`config.mk`:
```
export PLATFORM = sky130hd
export DESIGN_NAME = adc_conv_sequencer
export DESIGN_NICKNAME = d
export VERILOG_FILES = /design/src/rtl/adc_ctrl_pkg.sv /design/src/rtl/adc_scan_timer.sv /design/src/rtl/adc_conv_sequencer.sv
export SDC_FILE = /design/constraint.sdc
export NUM_CORES = 1
export LEC_CHECK = 0
export ABC_AREA = 1
export BUFFER_PORTS_ARGS = -buffer_cell sky130_fd_sc_hd__buf_2
export CAP_MARGIN = 25
export CELL_PAD_IN_SITES_DETAIL_PLACEMENT = 2
export CELL_PAD_IN_SITES_GLOBAL_PLACEMENT = 2
export CORE_MARGIN = 4
export CORE_UTILIZATION = 31
export DETAILED_ROUTE_END_ITERATION = 8
export HOLD_SLACK_MARGIN = 0.03
export PLACE_DENSITY = 0.78
export SETUP_SLACK_MARGIN = 0.3
export SLEW_MARGIN = 20
export SYNTH_ARGS = -nofsm -noshare
export SYNTH_HDL_FRONTEND = slang
export SYNTH_SLANG_ARGS = --single-unit
```
`constraint.sdc`:
```
create_clock -name clk -period 3.3 [get_ports clk]
set_clock_uncertainty 0.15 [all_clocks]
set_input_delay 0.33 -clock clk [delete_from_list [all_inputs] [get_ports clk]]
set_output_delay 0.33 -clock clk [all_outputs]
set_load 0.02 [all_outputs]
```
`src/rtl/adc_ctrl_pkg.sv`:
```
// Shared encodings for the ADC conversion sequencer: FSM state codes and
// arbiter grant identifiers.
package adc_ctrl_pkg;

   localparam logic [2:0] S_IDLE    = 3'd0;
   localparam logic [2:0] S_POWERUP = 3'd1;
   localparam logic [2:0] S_SETUP   = 3'd2;
   localparam logic [2:0] S_CONV    = 3'd3;
   localparam logic [2:0] S_WAIT    = 3'd4;
   localparam logic [2:0] S_CAPTURE = 3'd5;

   localparam logic GRANT_CPU  = 1'b0;
   localparam logic GRANT_SCAN = 1'b1;

endpackage

```
`src/rtl/adc_scan_timer.sv`:
```
// Periodic scan trigger: reloading down-counter, pending/overrun flags and
// mask-driven channel pointer that picks the next enabled input.
module adc_scan_timer
   import adc_ctrl_pkg::*;
#(
   parameter int SRC_W = 2,
   parameter int PER_W = 16
) (
   input  logic                  clk,
   input  logic                  reset,
   input  logic                  scan_en,
   input  logic [PER_W-1:0]      scan_period,
   input  logic [2**SRC_W-1:0]   scan_mask,
   input  logic                  take,
   output logic                  pending,
   output logic                  ovr,
   output logic [SRC_W-1:0]      chan
);

   localparam int NCH = 2**SRC_W;

   logic [PER_W-1:0] cnt;
   logic [PER_W-1:0] reload;
   logic [SRC_W-1:0] ptr;
   logic [SRC_W-1:0] idx;
   logic             active;
   logic             fire;
   logic             found;

   // A period of 0 behaves like 1: the counter reloads to 0 and fires every cycle.
   assign reload = (scan_period == '0) ? '0 : scan_period - PER_W'(1);
   assign active = scan_en && (scan_mask != '0);
   assign fire   = active && (cnt == '0);

   always_comb begin
      chan  = ptr;
      idx   = '0;
      found = 1'b0;
      for (int i = 0; i < NCH; i++) begin
         idx = ptr + SRC_W'(i);
         if (!found && scan_mask[idx]) begin
            chan  = idx;
            found = 1'b1;
         end
      end
   end

   always_ff @(posedge clk) begin
      if (reset) begin
         cnt     <= '0;
         pending <= 1'b0;
         ovr     <= 1'b0;
         ptr     <= '0;
      end else begin
         if (!active || fire) begin
            cnt <= reload;
         end else begin
            cnt <= cnt - PER_W'(1);
         end

         if (!scan_en) begin
            pending <= 1'b0;
            ovr     <= 1'b0;
         end else begin
            // No queueing: a second trigger while one is still waiting is only flagged.
            if (fire && pending && !take) begin
               ovr <= 1'b1;
            end
            pending <= active && ((pending && !take) || fire);
         end

         if (take) begin
            ptr <= chan + SRC_W'(1);
         end
      end
   end

endmodule

```
`src/rtl/adc_conv_sequencer.sv`:
```
// Owns one ADC macro and shares it between a CPU single-shot requester and the
// periodic scan engine; sequences power-up, select, convert, wait and capture.
//
//  state     | meaning
//  ----------+--------------------------------------------------------------
//  IDLE      | no job; grants pending work, drops adc_ena when nothing pending
//  POWERUP   | adc_ena high, settling before the first convert
//  SETUP     | input mux driven with the granted source
//  CONV      | adc_convert pulse, timeout counter cleared
//  WAIT      | waiting for synchronised done edge or timeout
//  CAPTURE   | latch result (0 on timeout), pulse ack/valid on exit
module adc_conv_sequencer
   import adc_ctrl_pkg::*;
#(
   parameter int DATA_W      = 10,
   parameter int SRC_W       = 2,
   parameter int SETTLE_CYC  = 16,
   parameter int TIMEOUT_CYC = 1024,
   parameter int PER_W       = 16
) (
   input  logic                  clk,
   input  logic                  reset,
   input  logic                  cpu_req,
   input  logic [SRC_W-1:0]      cpu_src,
   output logic                  cpu_ack,
   output logic [DATA_W-1:0]     cpu_data,
   output logic                  cpu_err,
   input  logic                  scan_en,
   input  logic [PER_W-1:0]      scan_period,
   input  logic [2**SRC_W-1:0]   scan_mask,
   output logic                  scan_valid,
   output logic [SRC_W-1:0]      scan_chan,
   output logic [DATA_W-1:0]     scan_data,
   output logic                  scan_ovr,
   output logic                  adc_ena,
   output logic                  adc_convert,
   output logic [SRC_W-1:0]      adc_inputsrc,
   input  logic                  adc_done,
   input  logic [DATA_W-1:0]     adc_data,
   output logic                  busy
);

   localparam int CNT_W = $clog2(TIMEOUT_CYC + SETTLE_CYC + 1);

   logic [2:0]       state;
   logic [CNT_W-1:0] cnt;
   logic             last_grant;
   logic             grant_q;
   logic             err_q;
   logic             done_s1, done_s2, done_s3;
   logic             done_edge;
   logic             scan_pending;
   logic             scan_take;
   logic [SRC_W-1:0] scan_next;
   logic             cpu_pend;
   logic             pick;
   logic             grant_now;

   adc_scan_timer #(
      .SRC_W (SRC_W),
      .PER_W (PER_W)
   ) u_scan_timer (
      .clk         (clk),
      .reset       (reset),
      .scan_en     (scan_en),
      .scan_period (scan_period),
      .scan_mask   (scan_mask),
      .take        (scan_take),
      .pending     (scan_pending),
      .ovr         (scan_ovr),
      .chan        (scan_next)
   );

   always_ff @(posedge clk) begin
      if (reset) begin
         done_s1 <= 1'b0;
         done_s2 <= 1'b0;
         done_s3 <= 1'b0;
      end else begin
         done_s1 <= adc_done;
         done_s2 <= done_s1;
         done_s3 <= done_s2;
      end
   end

   assign done_edge = done_s2 & ~done_s3;
   assign busy      = (state != S_IDLE);

   // The requester is still holding cpu_req during its ack cycle; that is not a new request.
   always_comb begin
      cpu_pend = cpu_req & ~cpu_ack;
      if (cpu_pend && scan_pending) begin
         pick = ~last_grant;
      end else if (cpu_pend) begin
         pick = GRANT_CPU;
      end else begin
         pick = GRANT_SCAN;
      end
      grant_now = (state == S_IDLE) && (cpu_pend || scan_pending);
      scan_take = grant_now && (pick == GRANT_SCAN);
   end

   always_ff @(posedge clk) begin
      if (reset) begin
         state        <= S_IDLE;
         cnt          <= '0;
         last_grant   <= GRANT_SCAN;
         grant_q      <= GRANT_CPU;
         err_q        <= 1'b0;
         adc_ena      <= 1'b0;
         adc_convert  <= 1'b0;
         adc_inputsrc <= '0;
         cpu_ack      <= 1'b0;
         cpu_err      <= 1'b0;
         cpu_data     <= '0;
         scan_valid   <= 1'b0;
         scan_chan    <= '0;
         scan_data    <= '0;
      end else begin
         adc_convert <= 1'b0;
         cpu_ack     <= 1'b0;
         cpu_err     <= 1'b0;
         scan_valid  <= 1'b0;

         case (state)
            S_IDLE: begin
               if (grant_now) begin
                  grant_q      <= pick;
                  last_grant   <= pick;
                  adc_inputsrc <= (pick == GRANT_SCAN) ? scan_next : cpu_src;
                  if (adc_ena) begin
                     state <= S_SETUP;
                  end else begin
                     // POWERUP + SETUP together span SETTLE_CYC cycles before convert.
                     adc_ena <= 1'b1;
                     cnt     <= CNT_W'(SETTLE_CYC - 2);
                     state   <= S_POWERUP;
                  end
               end else begin
                  adc_ena <= 1'b0;
               end
            end

            S_POWERUP: begin
               if (cnt == '0) begin
                  state <= S_SETUP;
               end else begin
                  cnt <= cnt - CNT_W'(1);
               end
            end

            S_SETUP: begin
               adc_convert <= 1'b1;
               state       <= S_CONV;
            end

            S_CONV: begin
               cnt   <= '0;
               state <= S_WAIT;
            end

            S_WAIT: begin
               if (done_edge) begin
                  err_q <= 1'b0;
                  state <= S_CAPTURE;
               end else if (cnt == CNT_W'(TIMEOUT_CYC - 1)) begin
                  err_q <= 1'b1;
                  state <= S_CAPTURE;
               end else begin
                  cnt <= cnt + CNT_W'(1);
               end
            end

            S_CAPTURE: begin
               if (grant_q == GRANT_CPU) begin
                  cpu_ack  <= 1'b1;
                  cpu_err  <= err_q;
                  cpu_data <= err_q ? '0 : adc_data;
               end else begin
                  scan_valid <= 1'b1;
                  scan_chan  <= adc_inputsrc;
                  scan_data  <= err_q ? '0 : adc_data;
               end
               state <= S_IDLE;
            end

            default: state <= S_IDLE;
         endcase
      end
   end

endmodule

```
Word-level counts from Yosys, hierarchy flattened:

Index checks and enable logic that the tools add are counted.

* output and inout bits: 31
* register bits: 69
* logic and storage cells: 129
* input bits: 37

* $add $sub $neg: 8
* order comparisons: 4
* multiplexer cells: 38
* reductions and logical operators: 37
* equality and inequality tests: 13
* bitwise logic cells: 8

Operators by type and width (count)
* $mux 11: 5
* $pmux 11 s4: 1
* $logic_not 16->1: 2
* $mux 16: 2
* $sub 16x1->16 const B: 2
* $mux 1: 15
* $pmux 3 s5: 1
* $logic_and 1x1->1: 12
* $lt 2x3->1 const B: 4
* $mux 3: 4
* $ne 2x2->1 const B: 6
* $add 11x1->11 const B: 1
* $eq 11x10->1 const B: 1
* $logic_not 11->1: 1
* $sub 11x1->11 const B: 1
* $mux 10: 1
* $mux 2: 5
* $bmux 1 s2: 4
* $reduce_and 2->1: 4
* $reduce_bool 4->1: 2
* $eq 3x2->1 const B: 2
* $eq 3x3->1 const B: 2
* $not 1->1: 6
* $reduce_and 6->1: 1
* 13 further kinds: 23

Depth between registers and ports, before layout:

Gate-level depths: netlist of the first run.

* depth after elaboration: 13
* mapped depth: 16
* mapped depth without buffers: 16

By module:

From an unflattened synthesis of the first run, not the netlist that was laid out.

* cell total of the unflattened synthesis: 663
* area total of the unflattened synthesis: 4369.2 um^2

By module, submodules not included
* adc_conv_sequencer: sequential area each 980.9 um^2, area an instance 2657.5 um^2, cells each 379, instances 1
* adc_scan_timer: sequential area each 400.4 um^2, area an instance 1711.6 um^2, cells each 284, instances 1

Worst setup path before layout of the first run:

OpenSTA, ideal clock, no wires.

* path kind: register to register
* from: reg state[1]
* to: reg cnt[10]
* required time: 3.079 ns
* clock period less this slack: 2.294 ns
* cell stages (with the launch flop): 13
* arrival time: 2.074 ns
* library setup time: 0.071 ns
* path slack: 1.006 ns
* cells stage by stage: dfxtp_1 > nor2_4 > nand2_2 > inv_1 > fa_1 > o21ai_0 > nand3_1 > nand2_1 > nand2_1 > nand2_1 > xor2_1 > nand2_1 > a21oi_1

* word-level cells in the longest chain between the ends: 4

RTL lines
* start: declaration: line adc_conv_sequencer.sv:45 `logic [2:0] state;`
* start signal: assignment: line adc_conv_sequencer.sv:105 `state <= S_IDLE;`
* start signal: assignment: line adc_conv_sequencer.sv:132 `state <= S_SETUP;`
* start signal: assignment: line adc_conv_sequencer.sv:137 `state <= S_POWERUP;`
* $logic_not 3->1: line adc_conv_sequencer.sv:99, adc_conv_sequencer.sv:125
* $logic_and 1x1->1: line adc_conv_sequencer.sv:99 `grant_now = (state == S_IDLE) && (cpu_pend || scan_pending);`
* $ne 2x2->1 (no line)
* $reduce_and 6->1 (no line)
* end signal: assignment: line adc_conv_sequencer.sv:136 `cnt <= CNT_W'(SETTLE_CYC - 2);`
* end signal: assignment: line adc_conv_sequencer.sv:148 `cnt <= cnt - CNT_W'(1);`
* end signal: assignment: line adc_conv_sequencer.sv:170 `cnt <= cnt + CNT_W'(1);`
* end: declaration: line adc_conv_sequencer.sv:46 `logic [CNT_W-1:0] cnt;`

Several ways; a longest one is shown, not always the timed one.
A chain may end at the register's enable or synchronous reset.

Final worst setup path of the first run:

Ends and elaborated chain as after synthesis.

==> results of run 1 <==
critical path, stage by stage (launching register included):
cell	delay, ns
dfxtp_1	0.46
nor2_4	0.08
nand2_2	0.29
inv_1	0.18
fa_1	0.43
o21ai_1	0.28
nand3_1	0.12
nand2_1	0.11
nand2_1	0.06
nand2_1	0.07
xor2_1	0.16
nand2_1	0.07
a21oi_1	0.14
stage by stage:
step | total power, mW | setup slack (ns) | utilization | cell area, sq um | hold slack (ns)
final | 3.74 | 0.633 | 0.383 | 4910 | 0.106
after global routing | 4.03 | 0.392 | 0.383 | 4910 | 0.122
after CTS | 3.78 | 0.478 | 0.383 | 4910 | 0.0897
after detailed placement | 2.73 | 0.513 | 0.359 | 4610 | 0.270
after global placement | 2.63 | 0.723 | 0.359 | 4610 | 0.252
after floorplan | 2.29 | 1.01 | - | 4120 | 0.238
power groups by stage:
stage / sequential, mW / combinational (mW) / clock [mW]
final: 1.10 / 1.65 / 0.996
after global routing: 1.12 / 1.86 / 1.05
after CTS: 1.10 / 1.66 / 1.02
after detailed placement: 1.12 / 1.62 / 0
after global placement: 1.11 / 1.53 / 0
after floorplan: 1.08 / 1.20 / 0
how the worst max path moves through the flow:
stage,end,slack [ns]
2_1_floorplan,cnt[10],1.01
3_3_place_gp,cnt[10],0.72
3_5_place_dp,cnt[10],0.51
4_1_cts,cnt[10],0.48
5_1_grt,cnt[10],0.39
6_report,cnt[10],0.63
layout make-up:
type / instances / area, sq um / area share
flip-flops and latches: 69 / 1380 / 0.281
well taps: 172 / 215 / 0.0439
repair buffers: 68 / 343 / 0.0699
clock inverters: 6 / 72.6 / 0.0148
clock buffers: 10 / 229 / 0.0467
inverters: 78 / 293 / 0.0597
multi-input cells: 447 / 2370 / 0.484
placed cells by master (no fill, tap or decap), drive strengths merged, types with 3 or more instances in the layout:
cell type,instances
a21oi,61
buf,68
clkbuf,10
clkinv,3
dfxtp,69
ha,14
inv,79
nand2,169
nand3,29
nand4,5
nor2,79
nor3,10
o21ai,27
or2,3
xnor2,7
xor2,22
flip-flops by register name, summed over array words and instances (netlist names), 2 cells and up:
name,count
state,3
cnt,11
scan_chan,2
adc_inputsrc,2
cpu_data,10
u_scan_timer.cnt,16
u_scan_timer.ptr,2
scan_data,10
metal layers:
layer | GRT usage | up-vias
met2 | 0.329 | 61
met4 | 0.0540 | 0
met5 | 0 | -
met3 | 0.0348 | 18
li1 | - | 2070
met1 | 0.237 | 2009
timing repair:
action | in CTS | in global routing
hold buffers | 0 | 0
setup endpoints to repair | 0 | 1
resized for setup | 0 | 1
logic make-up after synthesis:
kind of cell,count (synthesis),synth area share
flip-flops,69,0.335
XOR/XNOR,29,0.0617
buffers and inverters,92,0.0884
AO/OA/AOI/OAI,105,0.141
AND/OR/NAND/NOR,298,0.326
adder cells (fa/ha/maj),15,0.0474
==> results.json, run 1 <==
{
  "drive_gt1_frac": 0.195,
  "hold_start": "scan_en",
  "route.met2.wl_microns": 6670,
  "p_clk_frac": 0.266,
  "clkSlewWorstSetupHoldPaths_ns": 0.06,
  "grt_pass1_wl_microns": 22800,
  "synth_enable_flop_cells": 0,
  "num_rows": 41,
  "drc": 0,
  "worstSetupEndpointType": "flip-flop",
  "dp_hpwl_microns": 10400,
  "vdd_drop_max_v": 0.000265,
  "hold_path_class": "input port to flip-flop",
  "syn_avg_cell_area_sq_um": 6.77,
  "n_fill_cell": 1580,
  "fin_crit_sh": 0.808,
  "post-place-cells": 834,
  "post-synth-top-area-fraction": 0.335,
  "drt_iter0_drc": 143,
  "status": "finished clean",
  "route.top_layer_used": "met4",
  "wire_per_inst_microns": 16.1,
  "synth_cells": 608,
  "hold_depth": 3,
  "ys_ff_latch": 69,
  "post_cts_buffers": 0,
  "crit_start": "state[1]",
  "drtPass1Iterations": 4,
  "core_sq_mm": 0.0128,
  "rsz0062_at_grt": "false",
  "relSlewSlack": 0.557,
  "start_util": 0.321,
  "ys_types": 45,
  "yosys.area.top_type": "dfxtp_1",
  "globalRouteOverflowTotal": 0,
  "synth-async-reset-ratio": 0,
  "yosys_warnings": 0,
  "start_kind": "flip-flop",
  "antenna_left": 0,
  "synth_common_cells": "158 x nand2_1, 70 x inv_1, 69 x dfxtp_1",
  "finalCriticalPeriod_ns": 2.67,
  "cts_tree": "yes",
  "p_sw_frac": 0.436,
  "areaGrowthSynthToFinish_pct": 19.1,
  "fin_setup_tns_ns": 0,
  "reg2regPathDepth": 12,
  "die_x_microns": 123,
  "timing.rr.end": "cnt[10]",
  "finalHoldViolCount": 0,
  "chipHeight_microns": 123,
  "power_per_cell_area_mw_per_mm2": 762,
  "place_congestion": 0.821,
  "synth_area_sq_mm": 0.00412,
  "diodes": 0,
  "numCtsBuffers": 9,
  "tightest_slew_ns": 0.664,
  "num_vias": 4158,
  "wl_met3_microns": 397,
  "switchingPower_mw": 1.63,
  "synth_most_common_cell": "nand2_1",
  "r2r_setup_slack_ns": 0.63,
  "finalWirelength_microns": 13700,
  "crit_type": "flip-flop to flip-flop",
  "die_area_sq_mm": 0.0152,
  "combPwrFrac": 0.440,
  "final_cells": 850,
  "synthesis.nets": 660,
  "max_freq_mhz": 375,
  "cts_root_buf": "clkbuf_16",
  "cp_max_fo": 16,
  "whs_endpoint": "u_scan_timer.ovr",
  "r2r-start": "state[1]",
  "m1WireLength_microns": 6410,
  "synth_area_leaders": "dfxtp_1 34%, nand2_1 14%, a21oi_1 7.3%",
  "cts_sinks": 69,
  "grt_max_degree": 52,
  "gr-usage-all-layers": 0.189,
  "cts_buffer_depth": 2,
  "cts_max_level": 3,
  "viasPerCell": 4.89,
  "drv_slew": 0,
  "ys.flop_type": "dfxtp_1",
  "p_leak_nw": 2.32,
  "yosysSeqAreaShare": 0.335,
  "setup_viol": 0,
  "clk_latency_ns": 0.34,
  "pin_count": 68,
  "layout.nets": 725,
  "p_seq_frac": 0.294,
  "antenna_found_initial": 0,
  "crit_arrival_ns": 2.78,
  "maxCapViolCount": 0,
  "p_int_mw": 2.11,
  "io_buffers": 67,
  "grt_pass1_vias": 4639,
  "critPathRequiredTime_ns": 3.41
}
(Power assumes the default switching activity.)
==> inputs of run 2 (changes only) <==
--- a/config.mk
+++ b/config.mk
@@ -11,10 +11,10 @@
 export CELL_PAD_IN_SITES_DETAIL_PLACEMENT = 2
 export CELL_PAD_IN_SITES_GLOBAL_PLACEMENT = 2
 export CORE_MARGIN = 4
-export CORE_UTILIZATION = 31
+export CORE_UTILIZATION = 28
 export DETAILED_ROUTE_END_ITERATION = 8
 export HOLD_SLACK_MARGIN = 0.03
-export PLACE_DENSITY = 0.78
+export PLACE_DENSITY = 0.74
 export SETUP_SLACK_MARGIN = 0.3
 export SLEW_MARGIN = 20
 export SYNTH_ARGS = -nofsm -noshare
==> constraint.sdc (replaced) <==
create_clock -name clk -period 2.32 [get_ports clk]
set_clock_uncertainty 0.15 [all_clocks]
set_input_delay 0.232 -clock clk [delete_from_list [all_inputs] [get_ports clk]]
set_output_delay 0.232 -clock clk [all_outputs]
set_load 0.02 [all_outputs]
==> results.json, run 2 (synthesized netlist as in run 1, its figures left out) <==
{
  "maxCapViolCount": 0,
  "p_leak_nw": 2.54,
  "clkSlewWorstSetupHoldPaths_ns": 0.07,
  "p_sw_frac": 0.439,
  "cts_sinks": 69,
  "switchingPower_mw": 2.91,
  "gr-usage-met2": 0.337,
  "combPwrFrac": 0.522,
  "hold_ws_ns": 0.0391,
  "grt_pass1_vias": 4781,
  "final_common_cell": "nand2_1",
  "drtPass1Iterations": 4,
  "pre_cts_ws_ns": -0.0568,
  "cts_max_level": 3,
  "grt_util_met3": 0.0239,
  "finalHoldViolCount": 0,
  "fin_util": 0.383,
  "start_kind": "flip-flop",
  "drive_gt1_frac": 0.298,
  "diodes": 0,
  "reg_top3": "u_scan_timer.cnt x16, cnt x11",
  "drv_slew": 0,
  "num_vias": 4390,
  "die_x_microns": 129,
  "die_area_sq_mm": 0.0167,
  "areaGrowthSynthToFinish_pct": 34.6,
  "p_clk_frac": 0.235,
  "hold_path_class": "input port to flip-flop",
  "place_congestion": 0.809,
  "cts_tree": "yes",
  "final_cell_mix": "152 x nand2_1, 67 x buf_2, 64 x inv_1, 64 x dfxtp_1, 63 x nor2_1",
  "largest_reg_flops": 16,
  "drc": 0,
  "setup_viol": 0,
  "cts_root_buf": "clkbuf_16",
  "io_buffers": 67,
  "drt_iter0_drc": 203,
  "vdd_drop_max_v": 0.000339,
  "crit_type": "flip-flop to flip-flop",
  "top_usage_layer": "met2",
  "power_per_cell_area_mw_per_mm2": 1200,
  "use_met1": 0.222,
  "antenna_left": 0,
  "rsz0062_at_grt": "true",
  "finalWirelength_microns": 16000,
  "relSlewSlack": 0.516,
  "grt_pass1_wl_microns": 24400,
  "fin_setup_tns_ns": 0,
  "tightest_slew_ns": 0.719,
  "wire_per_inst_microns": 17.9,
  "globalRouteOverflowTotal": 0,
  "start_util": 0.284,
  "grt_max_degree": 27,
  "fin_ws_ns": 0.0524,
  "numCtsBuffers": 9,
  "critPathRequiredTime_ns": 2.40,
  "crit_arrival_ns": 2.34,
  "pin_count": 68,
  "max_freq_mhz": 441,
  "layout.nets": 758,
  "dp_hpwl_microns": 10600,
  "clk_latency_ns": 0.34,
  "finalCriticalPeriod_ns": 2.27,
  "n_fill_cell": 1701,
  "status": "finished clean",
  "viasPerCell": 4.91,
  "worstSetupEndpointType": "flip-flop",
  "p_seq_frac": 0.243,
  "largest_register": "u_scan_timer.cnt",
  "chipHeight_microns": 129,
  "core_sq_mm": 0.0145,
  "p_int_mw": 3.72,
  "antenna_found_initial": 1,
  "r2r_setup_slack_ns": 0.05,
  "cts_buffer_depth": 2,
  "fin_crit_sh": 0.977,
  "cp_max_fo": 6,
  "gr-usage-all-layers": 0.181,
  "num_rows": 44
}
## run 2: cell count changes in the layout (fill, tap and decap cells not counted), sizes merged, moves of 2 or more
cell,before,now
clkinv,3,1
clkinvlp,1,3
buf,68,97
dlygate4sd3,0,2
## run 2: power by group through the flow
stage / Clock, mW / Combinational [mW] / Sequential [mW]
floorplan: 0 / 1.73 / 1.55
global placement: 0 / 2.25 / 1.57
detailed placement: 0 / 2.38 / 1.59
CTS: 1.57 / 2.85 / 1.58
global route: 1.65 / 3.79 / 1.63
finish: 1.56 / 3.46 / 1.61
## run 2: routing by layer
metal,share of wire,up-vias
met5,0,-
met4,0.014,0
met3,0.034,17
met2,0.52,80
met1,0.43,2145
li1,-,2148
## run 2: repair_timing
item / CTS / global route
setup endpoints to repair: 8 / 43
cloned: 1 / 1
pin swaps: 9 / 17
setup buffers: 13 / 10
hold buffers: 2 / 0
endpoints found under the hold margin: 2 / 0
resized for setup: 28 / 42
## run 2: per-stage QoR
step                      total power [mW]  instances  area [sq um]
final                                 6.63        895          5550
after global routing                  7.07        895          5550
after CTS                             6.00        884          5270
after detailed placement              3.97        852          4680
after global placement                3.83        852          4680
after floorplan                       3.28        608          4130
## run 2: final timing paths
path          startpoint     endpoint  cells past startpoint
min reg2reg      done_s1      done_s2                      2
min          adc_data[5]  cpu_data[5]                      3
max             state[0]       cnt[9]                     11
max reg2reg     state[0]       cnt[9]                     11
## run 2: area by class of cell
cell class | count | area (sq um) | share of cell area
sequential | 69 | 1400 | 0.252
clock inverter | 7 | 104 | 0.0187
inverter | 78 | 305 | 0.0551
timing repair inverter | 1 | 7.51 | 0.00135
tap | 184 | 230 | 0.0415
multi-input combinational | 448 | 2670 | 0.481
timing repair buffer | 99 | 613 | 0.111
clock buffer | 9 | 225 | 0.0406
## run 2: critical path, cell delays in order, from the launching register on
cell and delay [ns]:
dfxtp_4 0.36, nor2_4 0.23, buf_12 0.14, nand2_4 0.08
ha_1 0.30, nand2_1 0.16, nor2_2 0.08, nand3_1 0.08
o2111ai_1 0.15, or2_2 0.31, nand3_2 0.07, a21oi_2 0.04
==> inputs of run 3 (changes only) <==
--- a/config.mk
+++ b/config.mk
@@ -6,7 +6,7 @@
 export NUM_CORES = 1
 export LEC_CHECK = 0
 export ABC_AREA = 1
-export BUFFER_PORTS_ARGS = -buffer_cell sky130_fd_sc_hd__buf_2
+export BUFFER_PORTS_ARGS = -buffer_cell sky130_fd_sc_hd__buf_4
 export CAP_MARGIN = 25
 export CELL_PAD_IN_SITES_DETAIL_PLACEMENT = 2
 export CELL_PAD_IN_SITES_GLOBAL_PLACEMENT = 2
@@ -14,7 +14,7 @@
 export CORE_UTILIZATION = 28
 export DETAILED_ROUTE_END_ITERATION = 8
 export HOLD_SLACK_MARGIN = 0.03
-export PLACE_DENSITY = 0.74
+export PLACE_DENSITY = 0.78
 export SETUP_SLACK_MARGIN = 0.3
 export SLEW_MARGIN = 20
 export SYNTH_ARGS = -nofsm -noshare
==> results.json, run 3 (synthesized netlist as in run 1, its figures left out) <==
{
  "antenna_left": 0,
  "layout.nets": 750,
  "numCtsBuffers": 9,
  "num_rows": 44,
  "fin_ws_ns": 0.0740,
  "pin_count": 68,
  "p_seq_frac": 0.263,
  "fin_setup_tns_ns": 0,
  "p_leak_nw": 2.49,
  "core_sq_mm": 0.0145,
  "viasPerCell": 4.93,
  "cts_sinks": 69,
  "dp_hpwl_microns": 10500,
  "antenna_found_initial": 0,
  "diodes": 0,
  "p_int_mw": 3.39,
  "crit_chain": "nor2_4 -> buf_12 -> nand2_8 -> ha_4 -> a21oi_2 -> o21ai_2 -> nand2_1 -> o2111ai_1 -> or2_2 -> nand3_2 -> a21oi_2",
  "setup_viol": 0,
  "cp_slowest_cell": "dfxtp_4",
  "p_clk_frac": 0.219,
  "cpMostUsedCell": "a21oi_2",
  "drive_gt1_frac": 0.277,
  "fin_util": 0.383,
  "switchingPower_mw": 2.72,
  "grt_max_degree": 28,
  "start_util": 0.284,
  "fin_crit_sh": 0.968,
  "crit_type": "flip-flop to flip-flop",
  "critPathRequiredTime_ns": 2.39,
  "die_x_microns": 129,
  "die_area_sq_mm": 0.0167,
  "tightest_slew_ns": 0.627,
  "rsz0062_at_grt": "true",
  "final_cells": 887,
  "gr-usage-all-layers": 0.182,
  "finalHoldViolCount": 0,
  "reg_top3": "u_scan_timer.cnt x16, cnt x11",
  "io_buffers": 67,
  "num_vias": 4374,
  "hold_path_class": "input port to flip-flop",
  "drtPass1Iterations": 4,
  "post-place-cells": 850,
  "globalRouteOverflowTotal": 0,
  "drt_iter0_drc": 161,
  "start_kind": "flip-flop",
  "largest_register": "u_scan_timer.cnt",
  "cts_root_buf": "clkbuf_16",
  "combPwrFrac": 0.518,
  "final_cell_mix": "153 x nand2_1, 86 x buf_4, 66 x inv_1, 62 x dfxtp_1, 61 x nor2_1",
  "vdd_drop_max_v": 0.000345,
  "finalCriticalPeriod_ns": 2.25,
  "clk_latency_ns": 0.34,
  "power_per_cell_area_mw_per_mm2": 1100,
  "cts_tree": "yes",
  "relSlewSlack": 0.581,
  "place_congestion": 0.847,
  "drc": 0,
  "largest_reg_flops": 16,
  "critPathMaxStageDelay_ns": 0.35,
  "final_common_cell": "nand2_1",
  "status": "finished clean",
  "worstSetupEndpointType": "flip-flop",
  "pre_cts_ws_ns": 0.00494,
  "wire_per_inst_microns": 17.6,
  "crit_arrival_ns": 2.32,
  "clkSlewWorstSetupHoldPaths_ns": 0.06,
  "cts_buffer_depth": 2,
  "chipHeight_microns": 129,
  "grt_pass1_vias": 4770,
  "cts_max_level": 3,
  "cp_max_fo": 7,
  "finalWirelength_microns": 15600,
  "areaGrowthSynthToFinish_pct": 34.7,
  "p_sw_frac": 0.445,
  "grt_pass1_wl_microns": 24400,
  "maxCapViolCount": 0,
  "r2r_setup_slack_ns": 0.07,
  "max_freq_mhz": 445,
  "drv_slew": 0
}
-- run 3: metal layers --
metal / up-vias / wire length (microns) / global-route usage
li1: 2121 / - / -
met1: 2141 / 6980 / 0.232
met2: 78 / 7710 / 0.309
met3: 34 / 437 / 0.0243
met4: 0 / 454 / 0.0772
met5: - / 0 / 0
-- run 3: worst paths after layout --
kind / from / to / cells past startpoint
setup / recovery: state[0] / cnt[9] / 11
hold / removal: adc_data[4] / cpu_data[4] / 3
setup reg to reg: state[0] / cnt[9] / 11
hold reg to reg: done_s1 / done_s2 / 2
-- run 3: final cells by class --
| class | instances | area [sq um] |
|---|---|---|
| repair inverters | 1 | 7.51 |
| well taps | 184 | 230 |
| inverters | 78 | 303 |
| flip-flops and latches | 69 | 1400 |
| repair buffers | 91 | 707 |
| multi-input cells | 448 | 2610 |
| clock inverters | 6 | 47.5 |
| clock buffers | 10 | 239 |
| fillers | 1704 | 8930 |
-- run 3: stage by stage --
step	hold WS, ns	total power [mW]	area [sq um]
after detailed placement	0.254	3.98	4830
final	0.0493	6.10	5550
after CTS	0.0349	5.79	5380
after global placement	0.250	3.84	4830
after global routing	0.0612	6.49	5550
after floorplan	0.189	3.28	4130
-- run 3: timing repair --
action | in CTS | in global routing
cloned | 1 | 1
buffers inserted | 8 | 8
gates resized for setup | 28 | 30
hold endpoints to repair | 4 | 0
setup endpoints to repair | 10 | 50
pin swaps | 6 | 14
hold buffers | 3 | 0
-- run 3: power groups by stage --
stage | combinational [mW] | clock, mW | sequential [mW]
finish | 3.16 | 1.34 | 1.60
global route | 3.43 | 1.43 | 1.63
CTS | 2.83 | 1.37 | 1.59
detailed placement | 2.39 | 0 | 1.59
global placement | 2.27 | 0 | 1.57
floorplan | 1.73 | 0 | 1.55
-- run 3: worst max-delay path: cells and delay by family (launching register included) --
family / cells / cell delay (ns)
and+or+nand+nor: 5 / 0.70
adders and majority gates: 1 / 0.29
DFF: 1 / 0.35
AOI/OAI and AO/OA: 4 / 0.49
buffers and inverters: 1 / 0.14
